===== config.mk =====
export PLATFORM = sky130hd
export DESIGN_NAME = mem_port_arbiter
export DESIGN_NICKNAME = d
export VERILOG_FILES = /design/src/rtl/rv32_mem_pkg.sv /design/src/rtl/mem_timeout_ctr.sv /design/src/rtl/mem_port_arbiter.sv
export SDC_FILE = /design/constraint.sdc
export NUM_CORES = 1
export LEC_CHECK = 0
export ABC_AREA = 0
export CAP_MARGIN = 10
export CELL_PAD_IN_SITES_DETAIL_PLACEMENT = 1
export CELL_PAD_IN_SITES_GLOBAL_PLACEMENT = 1
export CORE_UTILIZATION = 32
export CTS_CLUSTER_DIAMETER = 50
export DETAILED_ROUTE_END_ITERATION = 16
export PLACE_DENSITY_LB_ADDON = 0.1
export SYNTH_ARGS = -nofsm -noshare
export SYNTH_HDL_FRONTEND = slang
export SYNTH_SLANG_ARGS = --single-unit

===== constraint.sdc =====
create_clock -name clk -period 3.7 [get_ports clk]
set_input_delay 0.74 -clock clk [delete_from_list [all_inputs] [get_ports clk]]
set_output_delay 0.74 -clock clk [all_outputs]
set_load 0.02 [all_outputs]

===== src/rtl/rv32_mem_pkg.sv =====
// Shared types for the RV32I memory-port arbiter: FSM encoding, grant IDs and mask width.
package rv32_mem_pkg;

  localparam int unsigned MASK_W = 4;

  typedef enum logic [1:0] {
    StIdle   = 2'd0,
    StBusyIf = 2'd1,
    StBusyLs = 2'd2
  } arb_state_e;

  typedef enum logic {
    GntIf = 1'b0,
    GntLs = 1'b1
  } grant_e;

endpackage


===== src/rtl/mem_timeout_ctr.sv =====
// Counts BUSY cycles without a memory response and flags the cycle on which the wait expires.
module mem_timeout_ctr #(
  parameter int unsigned TIMEOUT = 255
) (
  input  logic clk_i,
  input  logic rst_ni,
  input  logic clear_i,
  input  logic enable_i,
  output logic expire_o
);

  localparam int unsigned CntW = (TIMEOUT > 0) ? $clog2(TIMEOUT + 1) : 1;
  // Expire on the TIMEOUT-th waiting cycle so BUSY never lasts longer than TIMEOUT cycles.
  localparam logic [CntW-1:0] LastCnt = (TIMEOUT > 0) ? CntW'(TIMEOUT - 1) : '0;

  logic [CntW-1:0] cnt_q, cnt_d;

  assign expire_o = (TIMEOUT != 0) && enable_i && (cnt_q == LastCnt);

  always_comb begin
    cnt_d = cnt_q;
    if (clear_i) begin
      cnt_d = '0;
    end else if (enable_i && !expire_o) begin
      cnt_d = cnt_q + 1'b1;
    end
  end

  always_ff @(posedge clk_i) begin
    if (!rst_ni) begin
      cnt_q <= '0;
    end else begin
      cnt_q <= cnt_d;
    end
  end

endmodule


===== src/rtl/mem_port_arbiter.sv =====
// Shares one memory port between instruction fetch and load/store with round-robin
// arbitration, a registered command, response routing and a bounded wait.
module mem_port_arbiter
  import rv32_mem_pkg::*;
#(
  parameter int unsigned ADDR_W  = 32,
  parameter int unsigned DATA_W  = 32,
  parameter int unsigned TIMEOUT = 255
) (
  input  logic              clk,
  input  logic              rst,
  input  logic              if_request,
  input  logic [ADDR_W-1:0] if_address,
  input  logic [MASK_W-1:0] if_mask,
  output logic [DATA_W-1:0] if_rdata,
  output logic              if_valid,
  input  logic              ls_request,
  input  logic              ls_we_re,
  input  logic [ADDR_W-1:0] ls_address,
  input  logic [MASK_W-1:0] ls_mask,
  input  logic [DATA_W-1:0] ls_wdata,
  output logic [DATA_W-1:0] ls_rdata,
  output logic              ls_valid,
  output logic              mem_request,
  output logic              mem_we_re,
  output logic [ADDR_W-1:0] mem_address,
  output logic [MASK_W-1:0] mem_mask,
  output logic [DATA_W-1:0] mem_wdata,
  input  logic              mem_valid,
  input  logic [DATA_W-1:0] mem_rdata,
  output logic              stall,
  output logic              timeout_err
);

  arb_state_e        state_q, state_d;
  grant_e            last_q, last_d, gnt;
  logic              mem_request_q, mem_request_d;
  logic              mem_we_re_q, mem_we_re_d;
  logic [ADDR_W-1:0] mem_address_q, mem_address_d;
  logic [MASK_W-1:0] mem_mask_q, mem_mask_d;
  logic [DATA_W-1:0] mem_wdata_q, mem_wdata_d;
  logic [DATA_W-1:0] if_rdata_q, if_rdata_d, ls_rdata_q, ls_rdata_d;
  logic              if_valid_q, if_valid_d, ls_valid_q, ls_valid_d;
  logic              timeout_err_q, timeout_err_d;
  logic              if_elig, ls_elig, ctr_clear, ctr_enable, expire;

  // A requester still high during its own completion pulse is not a new request.
  assign if_elig    = if_request & ~if_valid_q;
  assign ls_elig    = ls_request & ~ls_valid_q;
  assign stall      = if_elig | ls_elig;
  assign ctr_enable = (state_q != StIdle) & ~mem_valid;

  mem_timeout_ctr #(
    .TIMEOUT(TIMEOUT)
  ) u_timeout_ctr (
    .clk_i   (clk),
    .rst_ni  (rst),
    .clear_i (ctr_clear),
    .enable_i(ctr_enable),
    .expire_o(expire)
  );

  always_comb begin
    state_d       = state_q;
    last_d        = last_q;
    gnt           = GntIf;
    mem_request_d = mem_request_q;
    mem_we_re_d   = mem_we_re_q;
    mem_address_d = mem_address_q;
    mem_mask_d    = mem_mask_q;
    mem_wdata_d   = mem_wdata_q;
    if_rdata_d    = if_rdata_q;
    ls_rdata_d    = ls_rdata_q;
    if_valid_d    = 1'b0;
    ls_valid_d    = 1'b0;
    timeout_err_d = 1'b0;
    ctr_clear     = 1'b0;

    unique case (state_q)
      StIdle: begin
        if (if_elig || ls_elig) begin
          if (if_elig && ls_elig) begin
            gnt = (last_q == GntIf) ? GntLs : GntIf;
          end else begin
            gnt = ls_elig ? GntLs : GntIf;
          end
          last_d        = gnt;
          ctr_clear     = 1'b1;
          mem_request_d = 1'b1;
          if (gnt == GntLs) begin
            state_d       = StBusyLs;
            mem_we_re_d   = ls_we_re;
            mem_address_d = ls_address;
            mem_mask_d    = ls_mask;
            mem_wdata_d   = ls_wdata;
          end else begin
            state_d       = StBusyIf;
            mem_we_re_d   = 1'b0;
            mem_address_d = if_address;
            mem_mask_d    = if_mask;
            mem_wdata_d   = '0;
          end
        end
      end
      StBusyIf, StBusyLs: begin
        // expire is gated by ~mem_valid, so a response on the last cycle still completes.
        if (mem_valid || expire) begin
          state_d       = StIdle;
          mem_request_d = 1'b0;
          timeout_err_d = ~mem_valid;
          if (state_q == StBusyIf) begin
            if_valid_d = 1'b1;
            if_rdata_d = mem_valid ? mem_rdata : '0;
          end else begin
            ls_valid_d = 1'b1;
            ls_rdata_d = (mem_valid && !mem_we_re_q) ? mem_rdata : '0;
          end
        end
      end
      default: begin
        state_d       = StIdle;
        mem_request_d = 1'b0;
      end
    endcase
  end

  always_ff @(posedge clk) begin
    if (!rst) begin
      state_q       <= StIdle;
      last_q        <= GntIf;
      mem_request_q <= 1'b0;
      mem_we_re_q   <= 1'b0;
      mem_address_q <= '0;
      mem_mask_q    <= '0;
      mem_wdata_q   <= '0;
      if_rdata_q    <= '0;
      ls_rdata_q    <= '0;
      if_valid_q    <= 1'b0;
      ls_valid_q    <= 1'b0;
      timeout_err_q <= 1'b0;
    end else begin
      state_q       <= state_d;
      last_q        <= last_d;
      mem_request_q <= mem_request_d;
      mem_we_re_q   <= mem_we_re_d;
      mem_address_q <= mem_address_d;
      mem_mask_q    <= mem_mask_d;
      mem_wdata_q   <= mem_wdata_d;
      if_rdata_q    <= if_rdata_d;
      ls_rdata_q    <= ls_rdata_d;
      if_valid_q    <= if_valid_d;
      ls_valid_q    <= ls_valid_d;
      timeout_err_q <= timeout_err_d;
    end
  end

  assign mem_request = mem_request_q;
  assign mem_we_re   = mem_we_re_q;
  assign mem_address = mem_address_q;
  assign mem_mask    = mem_mask_q;
  assign mem_wdata   = mem_wdata_q;
  assign if_rdata    = if_rdata_q;
  assign ls_rdata    = ls_rdata_q;
  assign if_valid    = if_valid_q;
  assign ls_valid    = ls_valid_q;
  assign timeout_err = timeout_err_q;

endmodule

; ---- After elaboration in Yosys (flattened, before gate mapping)
; Cells that the tools add are included.
[op_classes]
n_mux = 22
addsub = 1
n_eq_ne = 5
bitwise = 9
mul = 0
div_mod_pow = 0
order_cmp = 0
shift = 0
n_reduce_logical = 17
[ops]
columns = cell, count
row1 = 32-bit 2-to-1 mux, 4
row2 = 1-bit 2-to-1 mux, 12
row3 = 3-bit AND reduction, 3
row4 = "8-bit by 1-bit adder with 8-bit output, second input constant", 1
row5 = "8-bit equality test, second input constant", 1
row6 = 2-bit 2-to-1 mux, 3
row7 = 1-bit NOT, 5
row8 = 1-bit logical AND, 4
row9 = 4-bit 2-to-1 mux, 1
row10 = "2-bit inequality test, second input constant", 2
row11 = 2-bit one-hot mux with 2 select lines, 1
row12 = 2-bit AND reduction, 2
row13 = 2-bit OR reduction, 2
row14 = 1-bit AND, 3
row15 = "2-bit by 1-bit equality test with 1-bit output, second input constant", 1
row16 = "2-bit equality test, second input constant", 1
row17 = 1-bit zero test, 2
row18 = 2-bit zero test, 1
row19 = 1-bit logical OR, 2
row20 = 1-bit one-hot mux with 2 select lines, 1
row21 = 2-bit nonzero test, 1
row22 = 1-bit bitwise OR, 1
[totals]
mem_count = 0
mem_bits_ro = 0
latch_bits = 0
wordCells = 67
ramBits = 0
reg_bits = 148

; ---- Depth between registers and ports, before layout
; Gate-level depths: netlist of run 1.
[logic_depth]
depth_word = 9
depth_mapped = 8
ltp_nobuf = 6

; ---- Modules after synthesis
; From an unflattened synthesis of run 1, not the netlist that was laid out.
[unflattened]
hier_cells = 585
hier_area_um2 = 5641.7
[by_module_without_submodules]
columns = mod, cells_per_inst, n_inst, area_each_um2
row1 = mem_port_arbiter, 536, 1, 5208.7
row2 = mem_timeout_ctr, 49, 1, 432.9

; ---- Worst setup path before layout of run 1
; OpenSTA, ideal clock, no wires.
[synth_timing]
path_type = input port to output port
from = input port if_request
to = output port stall
setup_slack_ns = 1.767
t_required_ns = 2.960
arrival_ns = 1.193
path_stages = 3
cell_sequence = nor2b_1 -> nor2_1 -> inv_1
[synth_via]
elab_chain_cells = 2
[synth_lines]
columns = item, line_no
row1 = start: declaration, mem_port_arbiter.sv:12  ; input logic if_request,
row2 = 1-bit AND, mem_port_arbiter.sv:48  ; assign if_elig = if_request & ~if_valid_q;
row3 = 1-bit bitwise OR, mem_port_arbiter.sv:50  ; assign stall = if_elig | ls_elig;
row4 = end: declaration, mem_port_arbiter.sv:31  ; output logic stall,
; No other way between the ends.

; ---- Worst setup path in the final report of run 1
; Ends and elaborated chain as after synthesis.

==> results of run 1 <==
## worst max-delay path: stages
cell	delay [ns]
clkdlybuf4s50_1	0.45
nor2b_1	0.27
nor2_1	0.11
inv_1	0.10
clkdlybuf4s50_1	0.61
## state kept, by name, summed over array words and instances, names as in the netlist
name	cells
ls_valid	1
if_valid	1
mem_request	1
u_timeout_ctr.cnt_q	8
mem_we_re	1
ls_rdata	32
last_q	1
mem_mask	4
timeout_err	1
if_rdata	32
mem_wdata	32
state_q	2
mem_address	32
## stage by stage
| stage | std cells | hold WS [ns] | area (sq um) |
|---|---|---|---|
| 2_1_floorplan | 496 | 0.428 | 5520 |
| 3_3_place_gp | 964 | 0.441 | 8450 |
| 3_5_place_dp | 964 | 0.445 | 8450 |
| 4_1_cts | 996 | 0.463 | 9070 |
| 5_1_grt | 997 | 0.473 | 9070 |
| 6_report | 997 | 0.456 | 9070 |
## routing by layer
layer,global-route usage,part of all wire
met5,0,0.00058
met4,0.0764,0.020
met3,0.0772,0.077
met2,0.359,0.48
met1,0.247,0.42
## worst min-delay path by stage
stage / from / slack (ns) / end
3_5_place_dp: mem_address[5] / 0.45 / mem_address[5]
5_1_grt: mem_address[7] / 0.47 / mem_address[7]
2_1_floorplan: last_q / 0.43 / last_q
6_report: ls_rdata[29] / 0.46 / ls_rdata[29]
3_3_place_gp: ls_rdata[27] / 0.44 / ls_rdata[27]
4_1_cts: ls_rdata[29] / 0.46 / ls_rdata[29]
## power groups by stage
| stage | clock (uW) | combinational (uW) | sequential (uW) |
|---|---|---|---|
| 6_report | 1790 | 1290 | 1880 |
| 5_1_grt | 1920 | 1370 | 1900 |
| 4_1_cts | 1840 | 1310 | 1880 |
| 3_5_place_dp | 0 | 1300 | 1910 |
| 3_3_place_gp | 0 | 1280 | 1900 |
| 2_1_floorplan | 0 | 482 | 2110 |
## area by class of cell
| type | instances | area [sq um] |
|---|---|---|
| diodes | 1 | 2.50 |
| clock buffers | 20 | 467 |
| clock inverters | 12 | 153 |
| fillers | 1773 | 7630 |
| inverters | 7 | 26.3 |
| multi-input cells | 300 | 2320 |
| flip-flops and latches | 148 | 2960 |
| well taps | 220 | 275 |
| repair buffers | 289 | 2860 |
## cell families (layout without fill, tap and decap cells)
group,after synthesis,in the layout
simple gates,103,103
mux,68,68
flops,148,148
other cells,0,1
buf+inv,48,328
fa+ha+maj,4,4
compound gates,120,120
xor+xnor,5,5
## cells in the final DEF (no fill, tap or decap), drive strengths merged, types with 2 or more instances in the layout
master | netlist | routed
nand4 | 2 | 2
nor2b | 2 | 2
a311o | 2 | 2
mux2i | 68 | 68
a21oi | 3 | 3
o211ai | 2 | 2
inv | 7 | 8
dfxtp | 148 | 148
nor2 | 13 | 13
bufinv | 0 | 3
clkbuf | 27 | 20
clkdlybuf4s50 | 0 | 278
o21ai | 3 | 3
buf | 14 | 11
a22o | 65 | 65
o2bb2ai | 36 | 36
nor3b | 2 | 2
nand2 | 36 | 36
clkinv | 0 | 7
and3 | 2 | 2
xor2 | 4 | 4
nand3 | 37 | 37
and2 | 3 | 3
ha | 4 | 4
nor3 | 2 | 2
==> results_dict.tcl, run 1 <==
set metrics [dict create \
    status "completed" \
    power_switching_uw 1440 \
    cts_sinks 148 \
    slew_headroom 0.557 \
    grt_usage 0.213 \
    reg2regPathDepth 7 \
    hold_viol 0 \
    ant_nets 0 \
    synth-seq-cells 148 \
    clock_latency_ns 0.41 \
    fp.dieH_um 133 \
    rsz0062_at_grt "no" \
    finalSetupViolCount 0 \
    synth_compound_area_frac 0.186 \
    dp_slack_ns 0.677 \
    yosys.area_share.simple 0.0913 \
    cap_violations 0 \
    startpoint_type "input pin" \
    path_max_fanout 4 \
    p_leak_uw 0.00342 \
    clkPwrFrac 0.361 \
    async_reset_ff_frac 0 \
    synth_adder_area_share 0.00906 \
    die-area_sq_um 17800 \
    synth_mux_area_frac 0.123 \
    startpoint "if_request" \
    start_util 0.331 \
    wl_um 18900 \
    synth_flop_cell "dfxtp_1" \
    pwr-share-seq 0.378 \
    area_growth_pct 64.3 \
    combPwrFrac 0.261 \
    rrSetupSlack_ns 1.39 \
    tritoncts "yes" \
    cts_htree_levels 4 \
    grt_first_pass_wirelength_um 29300 \
    cts_hold_buf 0 \
    die_width_um 133 \
    via_per_inst 5.01 \
    synth.yosys.warnings 0 \
    power_density_nw_per_um2 547 \
    synth_top_family_by_area "compound AO/OA/AOI/OAI gates" \
    power_uw 4970 \
    setup_tns_ns 0 \
    critPathKind "in2out" \
    synth_cell_types 44 \
    layout.nets 909 \
    vias 4999 \
    ys_seq_area_frac 0.536 \
    fin_ws_ns 0.679 \
    cts_setup_buffers 0 \
    first_pass_iters 4 \
    ios 280 \
    synthesis.nets 642 \
    synth-edff-count 0 \
    r2r-end "ls_rdata[30]" \
    cts_buffers 17 \
    clockRootBuffer "clkbuf_16" \
    switching_share 0.289 \
    cp-end-kind "output pin" \
    gp_congestion 0.771 \
    hold_class "reg2reg" \
    clk_pin_slew_ns 0.06 \
    first_global_vias 5293 \
    fin_crit_ns 3.02 \
    rows 47 \
    avgSynthCellArea_sq_um 11.1 \
    antenna_found_initial 2 \
    slew_violations 0 \
    drt_iter0_drc 201 \
    grt_start_max_net_pins 50 \
    synth_top_cells_by_count "148 x dfxtp_1, 68 x mux2i_1, 65 x a22o_1" \
    synth_most_common_cell "dfxtp_1" \
    worstSetupEndpoint "stall" \
    ctsLongestPathBuffers 2 \
    worstPathArrival_ns 2.28 \
    netlist_area_sq_um 5520 \
    wire_per_inst_um 18.9 \
    skew_ns 0.00945 \
    synthTopCellsByArea "dfxtp_1 54%, mux2i_1 12%, a22o_1 10%" \
    synth-xor-area-share 0.00793 \
    period_share 0.816 \
    dpl.hpwl_um 13600 \
    worst_pin_slew_ns 0.665 \
    reg2reg_from "u_timeout_ctr.cnt_q[0]" \
    cp_data_required_time_ns 2.96 \
    p_int_uw 3530 \
    overflow 0 \
    peakVddDrop_v 0.000314 \
    core_region_area_sq_um 16700 \
    portBuffers 279 \
    cts_resized 0 \
    fmax_mhz 331 \
    synthCells 496 \
    layout-drive-gt1-share 0.0696 \
    yosysTopAreaCell "dfxtp_1" \
    synth_top_cell_area_share 0.536 \
    post-route-util 0.543 \
    drc_errors 0 \
    hold_depth 2 \
]
Power figures use the tool's default switching activity.
==> run 2, diff against run 1 <==
- CORE_UTILIZATION: 32 -> 27
- clock period: 3.7 -> 2.6 ns (I/O delays scaled with it)
==> run 2 against run 1 <==
Against the previous run:
- non-clock buffer count is 6 higher
- routed wire length shrank 0.30%
- setup slack lost 0.21 ns
- utilization is 7.7 points lower
==> results_dict.tcl, run 2 (synthesis gave the netlist of run 1 again) <==
set metrics [dict create \
    status "completed" \
    slew_violations 0 \
    ctsLongestPathBuffers 2 \
    critPathKind "in2out" \
    die-area_sq_um 21000 \
    setup_tns_ns 0 \
    period_share 0.820 \
    layout-drive-gt1-share 0.0767 \
    fin_cells 1047 \
    overflow 0 \
    cap_violations 0 \
    fin_crit_ns 2.13 \
    hold_viol 0 \
    worstPathArrival_ns 1.61 \
    ios 280 \
    fp.dieH_um 145 \
    final_common_cell "clkdlybuf4s50_1" \
    most-common-layout-cells "277 x clkdlybuf4s50_1, 148 x dfxtp_1, 68 x mux2i_1" \
    p_leak_uw 0.00347 \
    grt_usage 0.180 \
    hold_class "reg2reg" \
    wire_per_inst_um 18.0 \
    wl_um 18800 \
    slew_headroom 0.572 \
    n_antenna_cell 0 \
    drc_errors 0 \
    cp-end-kind "output pin" \
    power_density_nw_per_um2 777 \
    drt_iter0_drc 139 \
    worst_pin_slew_ns 0.642 \
    fin_ws_ns 0.468 \
    startpoint_type "input pin" \
    skew_ns 0.00834 \
    cp_data_required_time_ns 2.08 \
    rows 51 \
    dp_slack_ns 0.0798 \
    finalSetupViolCount 0 \
    cts_htree_levels 4 \
    clockRootBuffer "clkbuf_16" \
    post-route-util 0.466 \
    cts_setup_buffers 0 \
    rsz0062_at_grt "no" \
    path_max_fanout 2 \
    area_growth_pct 67.0 \
    power_uw 7170 \
    nFillCells 2110 \
    grt_first_pass_wirelength_um 29800 \
    layout.nets 915 \
    via_per_inst 4.73 \
    die_width_um 145 \
    fmax_mhz 469 \
    cts_hold_buf 0 \
    cts_sinks 148 \
    start_util 0.279 \
    first_global_vias 5267 \
    clock_latency_ns 0.42 \
    portBuffers 279 \
    dpl.hpwl_um 13800 \
    cts_buffers 17 \
    clk_pin_slew_ns 0.07 \
    antenna_found_initial 0 \
    tritoncts "yes" \
    first_pass_iters 6 \
    cts_resized 0 \
    post-place-cells 1015 \
    core_region_area_sq_um 19800 \
    gp_congestion 0.806 \
    vias 4957 \
    ant_nets 0 \
    peakVddDrop_v 0.000436 \
    grt_start_max_net_pins 65 \
]
[run 2: cell types whose count changed in the layout (fill, tap and decap cells not counted), sizes merged]
cell,before,now
buf,11,17
inv,8,14
clkinv,7,3
clkbuf,20,18
clkdlybuf4s50,278,277
diode,1,0
dlymetal6s2s,0,1
[run 2: report_power, final]
| part | switching (uW) | internal, uW |
|---|---|---|
| Combinational | 943 | 933 |
| Clock | 1050 | 1570 |
| Sequential | 142 | 2530 |
[run 2: per-layer routing]
layer,part of all wire,track usage
met5,0,0
met4,0.020,0.0633
met3,0.087,0.0642
met2,0.47,0.299
met1,0.42,0.211
[run 2: through the flow]
stage | hold WS, ns | area (sq um)
floorplan | 0.428 | 5520
global placement | 0.436 | 8590
detailed placement | 0.446 | 8590
CTS | 0.454 | 9220
global route | 0.473 | 9230
finish | 0.459 | 9230
[run 2: layout make-up]
cell class              instances  area (sq um)  area share
flip-flops and latches        148          2960       0.321
repair buffers                295          2950       0.320
multi-input cells             300          2320       0.252
clock buffers                  18           439      0.0476
well taps                     265           332      0.0359
clock inverters                14           193      0.0209
inverters                       7          26.3     0.00285
[run 2: path summary, 6_finish.rpt]
kind | from | to | slack [ns] | cells after the start
max | if_request | stall | 0.47 | 5
min reg2reg | ls_rdata[22] | ls_rdata[22] | 0.46 | 2
max reg2reg | state_q[0] | ls_rdata[21] | 0.53 | 6
min | ls_rdata[22] | ls_rdata[22] | 0.46 | 2
[run 2: critical path: stages]
cell and delay (ns):
clkdlybuf4s50_1 0.44, nor2b_1 0.21, nor2_1 0.10, inv_1 0.09, dlymetal6s2s_1 0.25
==> run 3, diff against run 2 <==
- clock period: 2.6 -> 1.95 ns (I/O delays scaled with it)
==> run 3 against run 2 <==
Against the previous run:
- via count is 1.1% higher
- first-iteration DRC count fell by 2.2%
- hold slack got worse by 0.10 ns
- critical path depth rose by 3
- global-route usage is 0.27 points higher
- die area unchanged
- highest routed layer unchanged
==> results_dict.tcl, run 3 (synthesis gave the netlist of run 1 again) <==
set metrics [dict create \
    peakVddDrop_v 0.000596 \
    skew_ns 0.00920 \
    antenna_found_initial 0 \
    setup_tns_ns 0 \
    layout-drive-gt1-share 0.0991 \
    cts_buffers 17 \
    vias 5013 \
    fmax_mhz 530 \
    portBuffers 279 \
    cts_sinks 148 \
    p_leak_uw 0.00355 \
    holdWs_ns 0.356 \
    cap_violations 0 \
    area_growth_pct 70.3 \
    ant_nets 0 \
    core_region_area_sq_um 19800 \
    via_per_inst 4.72 \
    first_pass_iters 5 \
    cts_htree_levels 4 \
    power_density_nw_per_um2 1000 \
    wl_um 19200 \
    final_common_cell "clkdlybuf4s50_1" \
    wl_met1_um 8000 \
    ios 280 \
    fin_crit_ns 1.89 \
    clock_latency_ns 0.43 \
    path_max_fanout 32 \
    route.met3.wl_um 1510 \
    gp_congestion 0.819 \
    most-common-layout-cells "277 x clkdlybuf4s50_1, 146 x dfxtp_1, 68 x mux2i_1" \
    slew_headroom 0.813 \
    hold_viol 0 \
    postPlaceCellArea_sq_um 8750 \
    critPathKind "reg2reg" \
    slew_violations 0 \
    startpoint_type "flop" \
    fin_cells 1062 \
    finalSetupViolCount 0 \
    wire_per_inst_um 18.0 \
    grt_usage 0.182 \
    die-area_sq_um 21000 \
    rows 51 \
    overflow 0 \
    grt_first_pass_wirelength_um 30200 \
    period_share 0.968 \
    finalInstanceArea_sq_um 9410 \
    ctsLongestPathBuffers 2 \
    dpl.hpwl_um 14100 \
    cp-end-kind "flop" \
    worstPathArrival_ns 2.20 \
    clockRootBuffer "clkbuf_16" \
    n_antenna_cell 0 \
    power_uw 9430 \
    first_global_vias 5362 \
    clk_pin_slew_ns 0.07 \
    dr.max_layer_used "met4" \
    tritoncts "yes" \
    post-place-cells 1025 \
    drc_errors 0 \
    layout.nets 930 \
    status "completed" \
    rsz0062_at_grt "yes" \
    fp.dieH_um 145 \
    cp_data_required_time_ns 2.26 \
    start_util 0.279 \
    drt_iter0_drc 136 \
    grt_start_max_net_pins 65 \
    hold_class "in2reg" \
    route.met2.wl_um 9330 \
    worst_pin_slew_ns 0.279 \
    die_width_um 145 \
]
==> run 3: worst paths after layout <==
check                         start      endpoint  slack (ns)  depth (start not counted)
max          u_timeout_ctr.cnt_q[0]  if_rdata[29]        0.06                          8
min reg2reg            ls_rdata[29]  ls_rdata[29]        0.46                          2
max reg2reg  u_timeout_ctr.cnt_q[0]  if_rdata[29]        0.06                          8
min                             rst      if_valid        0.36                          3
==> run 3: critical path, cell delays in order, from the launching register on <==
cell and delay, ns:
dfxtp_2 0.35, inv_2 0.07, ha_1 0.15, nand3_1 0.10, o31a_2 0.39, buf_4 0.15, o21a_1 0.19, buf_12 0.17
a22o_1 0.20
==> run 3: cell type report <==
type	instances	area, sq um
fill	2138	10400
timing repair buffer	310	3190
sequential	148	2970
multi-input combinational	300	2320
clock buffer	18	439
tap	265	332
clock inverter	14	134
inverter	7	26.3
==> run 3: repair_timing <==
action	CTS	global route
hold buffers	0	0
endpoints found under the setup margin	1	14
buffers inserted	0	3
cloned	0	2
endpoints found under the hold margin	0	0
pin swaps	0	2
resized for setup	2	7
==> run 3: through the flow <==
stage,setup slack [ns],util
after CTS,0.00742,0.471
after detailed placement,-0.286,0.443
after global placement,-0.273,0.443
after global routing,-0.0243,0.476
final,0.0627,0.476
after floorplan,0.159,-
==> run 3: layer usage <==
metal,global-route usage,vias up
met5,0,-
met4,0.0495,0
met3,0.0657,19
met2,0.309,201
met1,0.215,2390
li1,-,2403
==> run 3: power by group <==
group	total (uW)	switching (uW)	internal [uW]	leakage, uW
Clock	3170	1450	1720	0.000279
Combinational	2700	1300	1400	0.00207
Sequential	3560	189	3370	0.00121
Total	9430	2940	6490	0.00355
